$ cat config.mk
export PLATFORM = sky130hd
export DESIGN_NAME = imem_loader_flat
export DESIGN_NICKNAME = d
export VERILOG_FILES = /design/src/rtl/imem_loader_if.sv /design/src/rtl/imem_loader.sv /design/src/flat_wrapper.sv
export SDC_FILE = /design/constraint.sdc
export NUM_CORES = 1
export LEC_CHECK = 0
export BUFFER_PORTS_ARGS = -buffer_cell sky130_fd_sc_hd__buf_2
export CORE_MARGIN = 5
export CORE_UTILIZATION = 50
export CTS_BUF_LIST = sky130_fd_sc_hd__clkbuf_4 sky130_fd_sc_hd__clkbuf_8
export CTS_CLUSTER_SIZE = 30
export DETAILED_ROUTE_END_ITERATION = 8
export PLACE_DENSITY_LB_ADDON = 0.2
export SYNTH_ARGS = -nofsm -noshare
export SYNTH_HDL_FRONTEND = slang
export SYNTH_SLANG_ARGS = --single-unit
$ cat constraint.sdc
create_clock -name clk -period 3.75 [get_ports clk]
set_input_delay 0.5625 -clock clk [delete_from_list [all_inputs] [get_ports clk]]
set_output_delay 0.5625 -clock clk [all_outputs]
set_load 0.05 [all_outputs]
$ cat src/rtl/imem_loader_if.sv
// Byte-stream and instruction-memory write bus of imem_loader.
// The loader takes the slave side; whoever feeds bytes takes the master side.
interface imem_loader_if;
    logic        start;
    logic        rx_valid;
    logic [7:0]  rx_data;
    logic        rx_ready;
    logic        imem_we;
    logic [31:0] imem_addr;
    logic [31:0] imem_wd;
    logic        cpu_rst_n;
    logic        busy;
    logic        done;
    logic        error;

    modport master (
        output start, rx_valid, rx_data,
        input  rx_ready, imem_we, imem_addr, imem_wd, cpu_rst_n, busy, done, error
    );

    modport slave (
        input  start, rx_valid, rx_data,
        output rx_ready, imem_we, imem_addr, imem_wd, cpu_rst_n, busy, done, error
    );
endinterface

$ cat src/rtl/imem_loader.sv
// Loads a length-prefixed, MSB-first byte stream into instruction memory and holds the CPU in reset until done.
// Optional end-of-load XOR checksum byte: define IMEM_LOADER_CHECKSUM_EN.
module imem_loader #(
    parameter int          IMEM_DEPTH = 64,
    parameter logic [31:0] BASE_ADDR  = 32'd0
) (
    input  logic         clk,
    input  logic         rst_n,
    imem_loader_if.slave bus
);

    typedef enum logic [2:0] {
        S_IDLE  = 3'd0,
        S_LEN   = 3'd1,
        S_BYTE  = 3'd2,
        S_WRITE = 3'd3,
        S_CHK   = 3'd4,
        S_DONE  = 3'd5,
        S_ERR   = 3'd6
    } state_t;

`ifdef IMEM_LOADER_CHECKSUM_EN
    localparam state_t S_LAST = S_CHK;
`else
    localparam state_t S_LAST = S_DONE;
`endif

    localparam logic [8:0] DEPTH_L = 9'(IMEM_DEPTH);

    state_t      r_state;
    state_t      w_state_nxt;
    logic [7:0]  r_len;
    logic [7:0]  r_word_cnt;
    logic [1:0]  r_byte_cnt;
    logic [31:0] r_word;
    logic [31:0] r_addr;
    logic [31:0] r_wd;
    logic        r_rx_ready;
    logic        r_we;
    logic        r_busy;
    logic        r_done;
    logic        r_error;
    logic        r_cpu_rst_n;
    logic        w_accept;
    logic [8:0]  w_word_inc;
    logic        w_rx_ready_nxt;
    logic        w_busy_nxt;
`ifdef IMEM_LOADER_CHECKSUM_EN
    logic [7:0]  r_chk;
`endif

    assign w_accept   = bus.rx_valid & r_rx_ready;
    assign w_word_inc = {1'b0, r_word_cnt} + 9'd1;

    // State register
    always_ff @(posedge clk) begin
        if (!rst_n) begin
            r_state <= S_IDLE;
        end else begin
            r_state <= w_state_nxt;
        end
    end

    // Next-state logic and output decode of the next state, so outputs can be registered in step with the state
    always_comb begin
        w_state_nxt = r_state;
        case (r_state)
            S_IDLE, S_DONE, S_ERR: begin
                if (bus.start) w_state_nxt = S_LEN;
                else           w_state_nxt = r_state;
            end
            S_LEN: begin
                if (!w_accept)                           w_state_nxt = r_state;
                else if (bus.rx_data == 8'd0)            w_state_nxt = S_LAST;
                else if ({1'b0, bus.rx_data} > DEPTH_L)  w_state_nxt = S_ERR;
                else                                     w_state_nxt = S_BYTE;
            end
            S_BYTE: begin
                if (w_accept && (r_byte_cnt == 2'd3)) w_state_nxt = S_WRITE;
                else                                  w_state_nxt = r_state;
            end
            S_WRITE: begin
                if (w_word_inc < {1'b0, r_len}) w_state_nxt = S_BYTE;
                else                            w_state_nxt = S_LAST;
            end
            S_CHK: begin
`ifdef IMEM_LOADER_CHECKSUM_EN
                if (!w_accept)                   w_state_nxt = r_state;
                else if (bus.rx_data == r_chk)   w_state_nxt = S_DONE;
                else                             w_state_nxt = S_ERR;
`else
                w_state_nxt = S_ERR;
`endif
            end
            default: w_state_nxt = S_IDLE;
        endcase
        w_rx_ready_nxt = (w_state_nxt == S_LEN) || (w_state_nxt == S_BYTE) || (w_state_nxt == S_CHK);
        w_busy_nxt     = w_rx_ready_nxt || (w_state_nxt == S_WRITE);
    end

    // Registered status/handshake outputs
    always_ff @(posedge clk) begin
        if (!rst_n) begin
            r_rx_ready  <= 1'b0;
            r_we        <= 1'b0;
            r_busy      <= 1'b0;
            r_done      <= 1'b0;
            r_error     <= 1'b0;
            r_cpu_rst_n <= 1'b0;
        end else begin
            r_rx_ready  <= w_rx_ready_nxt;
            r_we        <= (w_state_nxt == S_WRITE);
            r_busy      <= w_busy_nxt;
            r_done      <= (w_state_nxt == S_DONE);
            r_error     <= (w_state_nxt == S_ERR);
            r_cpu_rst_n <= (w_state_nxt == S_DONE);
        end
    end

    // Datapath: length capture, byte assembly, write address/data and checksum
    always_ff @(posedge clk) begin
        if (!rst_n) begin
            r_len      <= 8'd0;
            r_word_cnt <= 8'd0;
            r_byte_cnt <= 2'd0;
            r_word     <= 32'd0;
            r_addr     <= 32'd0;
            r_wd       <= 32'd0;
`ifdef IMEM_LOADER_CHECKSUM_EN
            r_chk      <= 8'd0;
`endif
        end else begin
            case (r_state)
                S_IDLE, S_DONE, S_ERR: begin
                    if (bus.start) begin
                        r_word_cnt <= 8'd0;
                        r_byte_cnt <= 2'd0;
                        r_word     <= 32'd0;
`ifdef IMEM_LOADER_CHECKSUM_EN
                        r_chk      <= 8'd0;
`endif
                    end else begin
                        r_word_cnt <= r_word_cnt;
                    end
                end
                S_LEN: begin
                    if (w_accept) r_len <= bus.rx_data;
                    else          r_len <= r_len;
                end
                S_BYTE: begin
                    if (w_accept) begin
                        r_word     <= {r_word[23:0], bus.rx_data};
                        r_byte_cnt <= r_byte_cnt + 2'd1;
`ifdef IMEM_LOADER_CHECKSUM_EN
                        r_chk      <= r_chk ^ bus.rx_data;
`endif
                        // Address and data are latched with the last byte so they are valid throughout WRITE.
                        if (r_byte_cnt == 2'd3) begin
                            r_wd   <= {r_word[23:0], bus.rx_data};
                            r_addr <= BASE_ADDR + {24'd0, r_word_cnt};
                        end else begin
                            r_wd   <= r_wd;
                        end
                    end else begin
                        r_word <= r_word;
                    end
                end
                S_WRITE: r_word_cnt <= r_word_cnt + 8'd1;
                default: r_word_cnt <= r_word_cnt;
            endcase
        end
    end

    assign bus.rx_ready  = r_rx_ready;
    assign bus.imem_we   = r_we;
    assign bus.imem_addr = r_addr;
    assign bus.imem_wd   = r_wd;
    assign bus.cpu_rst_n = r_cpu_rst_n;
    assign bus.busy      = r_busy;
    assign bus.done      = r_done;
    assign bus.error     = r_error;

endmodule

$ cat src/flat_wrapper.sv
// flat-port wrapper written by rule: the top's interface ports become plain ports
module imem_loader_flat 
#(
    parameter int          IMEM_DEPTH = 64,
    parameter logic [31:0] BASE_ADDR  = 32'd0
)
  (clk, rst_n, bus_start, bus_rx_valid, bus_rx_data, bus_rx_ready, bus_imem_we, bus_imem_addr, bus_imem_wd, bus_cpu_rst_n, bus_busy, bus_done, bus_error);
  imem_loader_if bus_i ();
  input  logic clk;
  input  logic rst_n;
  input wire logic [$bits(bus_i.start)-1:0] bus_start;
  input wire logic [$bits(bus_i.rx_valid)-1:0] bus_rx_valid;
  input wire logic [$bits(bus_i.rx_data)-1:0] bus_rx_data;
  output wire logic [$bits(bus_i.rx_ready)-1:0] bus_rx_ready;
  output wire logic [$bits(bus_i.imem_we)-1:0] bus_imem_we;
  output wire logic [$bits(bus_i.imem_addr)-1:0] bus_imem_addr;
  output wire logic [$bits(bus_i.imem_wd)-1:0] bus_imem_wd;
  output wire logic [$bits(bus_i.cpu_rst_n)-1:0] bus_cpu_rst_n;
  output wire logic [$bits(bus_i.busy)-1:0] bus_busy;
  output wire logic [$bits(bus_i.done)-1:0] bus_done;
  output wire logic [$bits(bus_i.error)-1:0] bus_error;
  assign bus_i.start = bus_start;
  assign bus_i.rx_valid = bus_rx_valid;
  assign bus_i.rx_data = bus_rx_data;
  assign bus_rx_ready = bus_i.rx_ready;
  assign bus_imem_we = bus_i.imem_we;
  assign bus_imem_addr = bus_i.imem_addr;
  assign bus_imem_wd = bus_i.imem_wd;
  assign bus_cpu_rst_n = bus_i.cpu_rst_n;
  assign bus_busy = bus_i.busy;
  assign bus_done = bus_i.done;
  assign bus_error = bus_i.error;
  imem_loader #(.IMEM_DEPTH(IMEM_DEPTH), .BASE_ADDR(BASE_ADDR)) u_core (.clk(clk), .rst_n(rst_n), .bus(bus_i));
endmodule
# Word-level counts from Yosys, hierarchy flattened
# Cells that the tools add are included.
dict set report totals {
  output_inout_bits 70
  elab_cells 61
  regBits 90
  latch_bits 0
  mem_count 0
  mem_bits_ro 0
  in_bits 12
  ramBits 0
}
dict set report op_classes {
  reduce_logical 13
  bitwise 1
  multipliers 0
  add_sub_neg 3
  n_shift 0
  n_mux 15
  n_lt_le_gt_ge 2
  eq_ne 15
  div_mod_pow 0
}
# operator count
set ops {}
lappend ops {{two-way mux 24 bit} 2}
lappend ops {{case mux 24 bit (2 select lines)} 1}
lappend ops {{equality test 3 bit (second input constant)} 6}
lappend ops {{two-way mux 3 bit} 6}
lappend ops {{case mux 8 bit (2 select lines)} 1}
lappend ops {{case mux 3 bit (5 select lines)} 1}
lappend ops {{equality test 3 x 2 -> 1 bit (second input constant)} 4}
lappend ops {{adder 8 x 1 -> 9 bit (second input constant)} 1}
lappend ops {{less-than comparator 9 x 8 -> 1 bit} 1}
lappend ops {{adder 8 x 1 -> 8 bit (second input constant)} 1}
lappend ops {{> comparator 8 x 7 -> 1 bit (second input constant)} 1}
lappend ops {{zero test 8 bit} 1}
lappend ops {{two-way mux 8 bit} 1}
lappend ops {{equality test 3 x 1 -> 1 bit (second input constant)} 2}
lappend ops {{AND reduction 3 bit} 2}
lappend ops {{two-way mux 2 bit} 2}
lappend ops {{case mux 2 bit (2 select lines)} 1}
lappend ops {{AND reduction 2 bit} 2}
lappend ops {{nonzero test 2 bit} 2}
lappend ops {{zero test 3 bit} 1}
lappend ops {{logical OR 1 bit} 3}
lappend ops {{OR reduction 3 bit} 1}
lappend ops {{adder 2 x 1 -> 2 bit (second input constant)} 1}
lappend ops {{equality test 2 bit (second input constant)} 1}
lappend ops {{other kinds (4)} 4}

# Longest topological paths before layout
# Gate-level depths: netlist (run 1).
dict set report logic_depth {
  word_depth 9
  ltp_mapped 10
  ltp_nobuf 10
}

# Least setup slack after synthesis (run 1)
# OpenSTA, ideal clock, no wires.
dict set report synth_timing {
  path_kind {register -> register}
  startpoint {reg u_core.r_word_cnt[0]}
  endpoint {reg u_core.r_rx_ready (netlist: u_core.bus.rx_ready)}
  synth_period_minus_slack_ns 2.382
  setup_slack_ns 1.368
  setup_ns 0.061
  stages_incl_launch_ff 11
  path_buffers 0
  t_required_ns 3.689
  arrival_ns 2.321
  path_cell_list {dfxtp_1 -> ha_1 -> nand3_1 -> nor2_1 -> xor2_1 -> ha_1 -> a21o_1 -> a211oi_1 -> o21ai_0 -> a22oi_1 -> and4_1}
}
dict set report synth_via {
  elab_chain_cells 7
  word_cells_on_any_way 9
  classes_between {1 x add/sub; 1 x order compare; 3 x eq/ne; 2 x mux; 2 x reduce/logical}
}
# element line_no
set synth_lines {}
lappend synth_lines {{start, declared} imem_loader.sv:33} ;# logic [7:0] r_word_cnt;
lappend synth_lines {{start signal, assigned} imem_loader.sv:143} ;# r_word_cnt <= r_word_cnt;
lappend synth_lines {{start signal, assigned} imem_loader.sv:168} ;# S_WRITE: r_word_cnt <= r_word_cnt + 8'd1;
lappend synth_lines {{start signal, assigned} imem_loader.sv:169} ;# default: r_word_cnt <= r_word_cnt;
lappend synth_lines {{adder 8 x 1 -> 9 bit *} imem_loader.sv:53} ;# assign w_word_inc = {1'b0, r_word_cnt} + 9'd1;
lappend synth_lines {{less-than comparator 9 x 8 -> 1 bit *} imem_loader.sv:83} ;# if (w_word_inc < {1'b0, r_len}) w_state_nxt = S_BYTE;
lappend synth_lines {{two-way mux 3 bit *} imem_loader.sv:83}
lappend synth_lines {{case mux 3 bit (5 select lines) *} imem_loader.sv:67} ;# case (r_state)
lappend synth_lines {{equality test 3 x 1 -> 1 bit / equality test 3 x 2 -> 1 bit (equally long branches)} imem_loader.sv:97} ;# w_rx_ready_nxt = (w_state_nxt == S_LEN) || (w_state_nxt == S_BYTE) || (w_state_nxt == S_CHK);
lappend synth_lines {{logical OR 1 bit} imem_loader.sv:97}
lappend synth_lines {{logical OR 1 bit *} imem_loader.sv:97}
lappend synth_lines {{end signal, assigned} imem_loader.sv:111} ;# r_rx_ready <= w_rx_ready_nxt;
lappend synth_lines {{end, declared} imem_loader.sv:38} ;# logic r_rx_ready;
# Every way passes the cells marked *; elsewhere a longest branch is shown, timed or not.
# A chain may end at the register's enable or synchronous reset.

# Worst setup path in the final report (run 1)
# Same ends and word-level chain as after synthesis.

==> impl_metrics.json, run 1 <==
{
  "grt_first_pass_wirelength_um": 14040,
  "dp_worst_setup_slack_ns": 1.029,
  "synth_top_area_share_pct": 47.59,
  "cts-root-to-sink-buffers": 2,
  "yosysWarningCount": 0,
  "worst_ep_arrival_time_ns": 3.03,
  "layout_cell_share_with_drive_strength_beyond_1_pct": 15.59,
  "period_share_pct": 73.20,
  "setup_ws_ns": 1.005,
  "hold_buffers": 0,
  "cts_root_buf": "clkbuf_8",
  "setup_crit_start": "u_core.r_word_cnt[0]",
  "cts.sink_count": 90,
  "asr_flop_ratio_synth_pct": 0,
  "wl_per_cell_um": 13.34,
  "ys_top_cells_by_count": "nand2_1, dfxtp_1, a21oi_1",
  "maxSlewViolCount": 0,
  "tritoncts": "yes",
  "core_area_um2": 7331,
  "drt_first_iter_violations": 184,
  "post_synth.cell_area_avg_um2": 7.855,
  "final-instance-count-excl-fill": 625,
  "endpoints_failing_hold": 0,
  "top_level_ports": 82,
  "start_util_pct": 51.65,
  "worst_skew_pair.late_latency_ns": 0.34,
  "grt_start_max_net_pins": 86,
  "multiInputGateArea_um2": 1727,
  "drt_pre_antenna_iters": 5,
  "drcViolationCount": 0,
  "synthDominantAreaCellType": "dfxtp_1",
  "cp-start-kind": "flip-flop",
  "ys_dominant_reg_cell": "dfxtp_1",
  "hpwl_um": 5696,
  "final-setup-viol-count": 0,
  "holdWs_ns": 0.4525,
  "floorplan.die.width_um": 97.02,
  "run_status": "finished, final reports clean",
  "fp.dieH_um": 97.02,
  "timing.critical_path.fanout_max": 5,
  "cts.clk_slew.worst_paths_ns": 0.09,
  "dp.cells": 609,
  "synth_cell_type_count": 35,
  "cap_viol_max_count": 0,
  "vias": 3222,
  "syn_inst": 482,
  "worst_slew_pin_slew_ns": 0.8941,
  "placement.io_buffers": 57,
  "fmax_ghz": 0.3643,
  "globalRoute.busiestLayer": "met2",
  "fp.dieArea_um2": 9413,
  "global_route.usage.met2_pct": 30.47,
  "initial_antenna_violation_count": 0,
  "hold_path.startpoint": "u_core.bus.imem_addr[1]",
  "global_route.usage.total_pct": 17.69,
  "postSynthRegisterBits": 90,
  "setup_tns_final_ns": 0,
  "totalWireLength_um": 8335,
  "synth_edf_count": 0,
  "n_fill_cell": 695,
  "antenna_violating_nets_post_route": 0,
  "layout.area.seq_um2": 1802,
  "path_class": "reg -> reg",
  "cell_types_with_the_largest_area_share_after_synthesis": "dfxtp_1, nand2_1, a21oi_1",
  "total_power_mw": 1.870,
  "gr-usage-met3_pct": 3.525,
  "power-per-cell-area_nw_per_um2": 443.4,
  "tritoncts_buffer_count": 9,
  "rsz0062_at_grt": "no",
  "static_leakage_nw": 1.660,
  "fp-row-count": 31,
  "layout_min_cycle_time_ns": 2.745,
  "irDropWorstVdd_mv": 0.2580,
  "ys_seq_area_share_pct": 47.59,
  "final_replace_weighted_congestion": 0.7810,
  "grtUsageMet1_pct": 21.72,
  "hold_path_class": "reg -> reg",
  "detail_route.vias_per_cell": 5.155,
  "globalRouteOverflowTotal": 0,
  "skew_ns": 0.009049,
  "post_synth_instance_area_um2": 3786,
  "cts.htree.levels": 3,
  "worst_reg2reg_path_startpoint": "u_core.r_word_cnt[0]",
  "layout-area-overhead-vs-synth_pct": 11.40,
  "post_cts.repair.setup_buffers": 0,
  "slew-limit-headroom_pct": 40.40,
  "post-synth-top-count-cell": "nand2_1",
  "antennaDiodeCount": 0,
  "post_cts.resized_instances": 0,
  "required_worst_endpoint_ns": 4.04,
  "first_global_vias": 3033,
  "layout.nets": 542,
  "worstSetupEndpointType": "flip-flop"
}
registers in the layout, summed over array words and instances (netlist names):
name and cells:
u_core.bus.busy 1, u_core.bus.done 1, u_core.bus.error 1, u_core.bus.rx_ready 1, u_core.r_word_cnt 8, u_core.bus.imem_wd 32, u_core.r_len 8, u_core.bus.imem_we 1
u_core.r_state 3, u_core.r_byte_cnt 2, u_core.r_word 24, u_core.bus.imem_addr 8
critical path, cell delays in order (launching register included):
cell and delay [ns]:
dfxtp_1 0.42, ha_1 0.25, nand3_1 0.16, nor2_1 0.16, xor2_1 0.23, ha_1 0.29, a21o_1 0.16, a211oi_1 0.22
o21ai_0 0.19, a22oi_1 0.39, and4_1 0.23
through the flow:
stage          utilization [%]  instance area [µm²]
6_report                 57.54                 4218
4_1_cts                  57.54                 4218
3_5_place_dp             54.58                 4001
2_1_floorplan                -                 3872
3_3_place_gp             54.58                 4001
5_1_grt                  57.54                 4218
cells in the final DEF (no fill, tap or decap), types with 3 or more instances in the layout:
cell type    n
conb_1      24
a21oi_1     84
nand2_1    127
dfxtp_1     90
nand3_1     41
xor2_1       4
and3_1       7
ha_1         9
nor2_1      13
buf_2       57
inv_1        8
o21ai_0     13
buf_4        4
nor4_1       3
clkbuf_8    12
worst paths after layout:
path              slack (ns)                 endpoint  cells past startpoint
hold / removal          0.45  u_core.bus.imem_addr[1]                      2
setup reg to reg        1.00      u_core.bus.rx_ready                     10
setup / recovery        1.00      u_core.bus.rx_ready                     10
hold reg to reg         0.45  u_core.bus.imem_addr[1]                      2
per-layer routing:
layer,up-vias,routed length (µm)
met5,-,0
met4,0,136
met3,12,470
li1,1642,-
met2,91,4059
met1,1477,3669
logic make-up after synthesis:
family | Yosys count | share of synthesized area [%]
simple gates | 202 | 22.90
compound gates | 108 | 15.66
flops | 90 | 47.59
buf+inv | 65 | 9.088
fa+ha+maj | 9 | 2.974
xor+xnor | 6 | 1.388
other cells | 1 | 0.09905
mux | 1 | 0.2974
cell type report:
cell class / instances / share of cell area (%)
multi-input cells: 350 / 40.94
clock inverters: 3 / 1.038
flip-flops and latches: 90 / 42.72
well taps: 99 / 2.937
repair buffers: 61 / 7.476
clock buffers: 13 / 4.094
inverters: 9 / 0.8009
power by group:
part	internal (mW)	leakage [nW]	switching, mW
logic	0.0392	0.821	0.160
clock network	0.372	0.113	0.320
registers	0.967	0.726	0.0118
total	1.38	1.66	0.492
Power figures use the tool's default switching activity.
==> run 2, diff against run 1 <==
- clock period: 3.75 -> 2.5 ns (I/O delays scaled with it)
==> impl_metrics.json, run 2 (synthesis results as in run 1) <==
{
  "run_status": "finished, final reports clean",
  "detail_route.vias_per_cell": 5.199,
  "fp-row-count": 31,
  "n_fill_cell": 681,
  "holdWs_ns": 0.2861,
  "final-setup-viol-count": 0,
  "drt_first_iter_violations": 157,
  "antenna_violating_nets_post_route": 0,
  "cts-root-to-sink-buffers": 2,
  "required_worst_endpoint_ns": 2.77,
  "vias": 3291,
  "fmax_ghz": 0.4296,
  "grt_start_max_net_pins": 57,
  "worstSetupEndpointType": "flip-flop",
  "initial_antenna_violation_count": 0,
  "totalWireLength_um": 8743,
  "layout_min_cycle_time_ns": 2.327,
  "path_class": "reg -> reg",
  "layout-area-overhead-vs-synth_pct": 13.98,
  "tritoncts": "yes",
  "irDropWorstVdd_mv": 0.3893,
  "most_frequent_standard_cell_in_the_layout_excluding_fill_and_tap_cells": "nand2_1",
  "cts.clk_slew.worst_paths_ns": 0.10,
  "worst_slew_pin_slew_ns": 0.5456,
  "placement.io_buffers": 57,
  "hpwl_um": 5946,
  "layout_cell_share_with_drive_strength_beyond_1_pct": 19.29,
  "maxSlewViolCount": 0,
  "wl_per_cell_um": 13.81,
  "intPower_mw": 1.920,
  "cap_viol_max_count": 0,
  "drt_pre_antenna_iters": 4,
  "power-per-cell-area_nw_per_um2": 632.7,
  "place_area_um2": 4074,
  "layout.nets": 550,
  "worst_skew_pair.late_latency_ns": 0.36,
  "drcViolationCount": 0,
  "clock_share_of_power_pct": 34.5,
  "fp.dieArea_um2": 9413,
  "start_util_pct": 51.65,
  "grt_first_pass_wirelength_um": 14470,
  "p_comb_share_pct": 11.7,
  "power_frac_seq_pct": 53.8,
  "global_route.usage.total_pct": 18.35,
  "layout.cells.most_common_list": "nand2_1, dfxtp_1, a21oi_1",
  "first_global_vias": 3055,
  "top_level_ports": 82,
  "cts_root_buf": "clkbuf_8",
  "period_share_pct": 93.10,
  "static_leakage_nw": 1.697,
  "tritoncts_buffer_count": 9,
  "post_cts.repair.setup_buffers": 0,
  "layout.core_utilization_pct": 58.87,
  "timing.critical_path.fanout_max": 3,
  "worst_ep_arrival_time_ns": 2.60,
  "core_area_um2": 7331,
  "cts.sink_count": 90,
  "switchingPower_mw": 0.8102,
  "cp-start-kind": "flip-flop",
  "antennaDiodeCount": 0,
  "final_replace_weighted_congestion": 0.7954,
  "switching_share_pct": 29.67,
  "globalRouteOverflowTotal": 0,
  "cts.htree.levels": 3,
  "fp.dieH_um": 97.02,
  "stdcell_area_um2": 4315,
  "hold_path_class": "in -> reg",
  "slew-limit-headroom_pct": 63.58,
  "skew_ns": 0.01056,
  "hold_buffers": 0,
  "largest_register_ff_count": 32,
  "endpoints_failing_hold": 0,
  "floorplan.die.width_um": 97.02
}
-- run 2: final cells by class --
class,instances,area [µm²],area share [%]
flip-flops and latches,90,1805,41.84
inverters,9,33.78,0.7828
multi-input cells,350,1777,41.17
well taps,99,123.9,2.870
repair buffers,69,387.9,8.988
clock buffers,10,137.6,3.189
clock inverters,6,50.05,1.160
-- run 2: worst max-delay path, stage by stage (launching register included) --
cell and delay, ns:
dfxtp_1 0.38, nand3_1 0.19, nor2_2 0.18, and3_1 0.22
xor2_2 0.19, ha_1 0.28, a211oi_2 0.21, o21ai_2 0.10
buf_4 0.14, o21ba_2 0.20, nor4_2 0.14
-- run 2: timing repair --
item / CTS / global route
endpoints found under the setup margin: 1 / 7
gates resized for setup: 2 / 12
pin swaps: 0 / 2
-- run 2: power by group through the flow --
| stage | clock, mW | combinational [mW] | sequential [mW] |
|---|---|---|---|
| 6_report | 0.943 | 0.319 | 1.47 |
| 5_1_grt | 1.03 | 0.342 | 1.47 |
| 4_1_cts | 0.960 | 0.310 | 1.47 |
| 3_5_place_dp | 0 | 0.308 | 1.50 |
| 3_3_place_gp | 0 | 0.306 | 1.50 |
| 2_1_floorplan | 0 | 0.244 | 1.52 |
-- run 2: metrics by stage --
stage / setup WS (ns) / std cells / setup TNS [ns] / power (mW)
2_1_floorplan: 0.1177 / 505 / 0 / 1.768
3_3_place_gp: 0.08332 / 617 / 0 / 1.806
3_5_place_dp: -0.003690 / 617 / -0.003690 / 1.809
4_1_cts: 0.007884 / 633 / 0 / 2.739
5_1_grt: -0.005805 / 633 / -0.005805 / 2.842
6_report: 0.1725 / 633 / 0 / 2.730
-- run 2: final timing paths --
| kind | startpoint | end | slack [ns] | cells after the start |
|---|---|---|---|---|
| min reg2reg | u_core.r_word[19] | u_core.bus.imem_wd[27] | 0.45 | 2 |
| min | bus_rx_data[0] | u_core.bus.imem_wd[0] | 0.29 | 3 |
| max reg2reg | u_core.r_word_cnt[2] | u_core.bus.error | 0.17 | 10 |
| max | u_core.r_word_cnt[2] | u_core.bus.error | 0.17 | 10 |
-- run 2: metal layers --
metal,vias to the layer above,global-route usage (%),part of all wire [%]
li1,1657,-,-
met1,1539,23.39,44
met2,85,31.05,50
met3,10,3.957,4.7
met4,0,5.508,1.3
met5,-,0,0
==> run 3, diff against run 2 <==
- PLACE_DENSITY: default -> 0.77
- PLACE_DENSITY_LB_ADDON: 0.2 -> default
==> impl_metrics.json, run 3 (synthesis results as in run 1) <==
{
  "run_status": "finished, final reports clean",
  "layout.core_utilization_pct": 58.75,
  "worst_skew_pair.late_latency_ns": 0.37,
  "grt_first_pass_wirelength_um": 14720,
  "layout_min_cycle_time_ns": 2.346,
  "critical-path-top-delay-family": "compound AO/OA/AOI/OAI gates",
  "largest_register_ff_count": 32,
  "global_route.usage.total_pct": 18.63,
  "fp-row-count": 31,
  "initial_antenna_violation_count": 0,
  "tritoncts_buffer_count": 9,
  "irDropWorstVdd_mv": 0.3693,
  "cts.clk_slew.worst_paths_ns": 0.09,
  "hpwl_um": 5951,
  "wl_per_cell_um": 13.74,
  "fp.dieArea_um2": 9413,
  "cap_viol_max_count": 0,
  "worst_ep_arrival_time_ns": 2.65,
  "core_area_um2": 7331,
  "hold_path_class": "in -> reg",
  "fp.dieH_um": 97.02,
  "multiInputGateArea_um2": 1742,
  "stdcell_area_um2": 4307,
  "cts-root-to-sink-buffers": 2,
  "hold_buffers": 0,
  "n_fill_cell": 676,
  "cts.sink_count": 90,
  "antennaDiodeCount": 0,
  "rsz0062_at_grt": "yes",
  "layout.nets": 551,
  "power-per-cell-area_nw_per_um2": 653.0,
  "timing.critical_path.fanout_max": 5,
  "skew_ns": 0.01758,
  "critical-path-max-stage-delay_ns": 0.35,
  "drt_first_iter_violations": 161,
  "final_replace_weighted_congestion": 0.8296,
  "fmax_ghz": 0.4262,
  "tritoncts": "yes",
  "placement.io_buffers": 57,
  "top_level_ports": 82,
  "floorplan.die.width_um": 97.02,
  "final-instance-count-excl-fill": 634,
  "path_class": "reg -> reg",
  "totalWireLength_um": 8710,
  "worstSetupEndpointType": "flip-flop",
  "setup_ws_ns": 0.1538,
  "setup_tns_final_ns": 0,
  "cts_root_buf": "clkbuf_8",
  "drt_pre_antenna_iters": 4,
  "layout-area-overhead-vs-synth_pct": 13.75,
  "antenna_violating_nets_post_route": 0,
  "critPathMostFrequentCell": "ha_1",
  "static_leakage_nw": 1.711,
  "layout.cells.most_common_list": "nand2_1, dfxtp_1, a21oi_1",
  "crit_path_top_delay_cell": "dfxtp_1",
  "vias": 3346,
  "required_worst_endpoint_ns": 2.81,
  "start_util_pct": 51.65,
  "grt_start_max_net_pins": 86,
  "layout.area.seq_um2": 1802,
  "most_frequent_standard_cell_in_the_layout_excluding_fill_and_tap_cells": "nand2_1",
  "place_area_um2": 4074,
  "period_share_pct": 93.85,
  "cp_num_buf_inv": 0,
  "critical_path.cell_chain": "ha_1 > nand3_1 > nor2_2 > xor2_1 > ha_1 > a21o_1 > a211oi_1 > o21ai_1 > a22oi_2 > and4_1",
  "dp.cells": 617,
  "first_global_vias": 3152,
  "dp_worst_setup_slack_ns": 0.02502,
  "cp-start-kind": "flip-flop",
  "layout_cell_share_with_drive_strength_beyond_1_pct": 17.57,
  "maxSlewViolCount": 0,
  "cts.htree.levels": 3,
  "detail_route.vias_per_cell": 5.278,
  "drcViolationCount": 0,
  "globalRouteOverflowTotal": 0,
  "endpoints_failing_hold": 0,
  "final-setup-viol-count": 0
}
[run 3: path summary, 6_finish.rpt]
kind         depth (start not counted)                  from  slack (ns)                endpoint
max reg2reg                         10  u_core.r_word_cnt[0]        0.15     u_core.bus.rx_ready
max                                 10  u_core.r_word_cnt[0]        0.15     u_core.bus.rx_ready
min                                  3        bus_rx_data[0]        0.29   u_core.bus.imem_wd[0]
min reg2reg                          2     u_core.r_word[16]        0.45  u_core.bus.imem_wd[24]
[run 3: layer usage]
layer	part of all wire (%)	track usage, %	vias to the layer above
met3	6.2	3.957	9
met1	44	23.62	1577
met2	49	30.63	96
met5	0	0	-
met4	1.1	7.883	0
li1	-	-	1664
[run 3: power by group]
group	internal, mW	switching [mW]
Clock	0.500	0.537
Combinational	0.0632	0.245
Sequential	1.45	0.0175
[run 3: final cells by class]
class | instances | share of cell area [%]
Clock buffer | 10 | 3.196
Timing Repair Buffer | 70 | 9.181
Sequential cell | 90 | 41.84
Tap cell | 99 | 2.876
Inverter | 9 | 0.7844
Multi-Input combinational cell | 350 | 40.44
Clock inverter | 6 | 1.685
[run 3: stage by stage]
| stage | total power, mW | hold WS [ns] |
|---|---|---|
| after floorplan | 1.768 | 0.4322 |
| after global placement | 1.798 | 0.4408 |
| after detailed placement | 1.805 | 0.4433 |
| after CTS | 2.826 | 0.2818 |
| after global routing | 2.918 | 0.2944 |
| final | 2.812 | 0.2945 |
[run 3: worst register-to-register path, delay by kind of cell (launching register included)]
family | cells | cell delay (ns)
AO/OA/AOI/OAI | 4 | 0.78
XOR/XNOR | 1 | 0.21
adder cells (fa/ha/maj) | 2 | 0.47
flip-flops | 1 | 0.35
AND/OR/NAND/NOR | 3 | 0.48
[run 3: timing repair]
action                                  in CTS  in global routing
endpoints found under the setup margin       1                  5
gates cloned                                 0                  0
endpoints found under the hold margin        0                  0
resized for setup                            1                  3
pin swaps                                    0                  1
buffers inserted                             0                  1
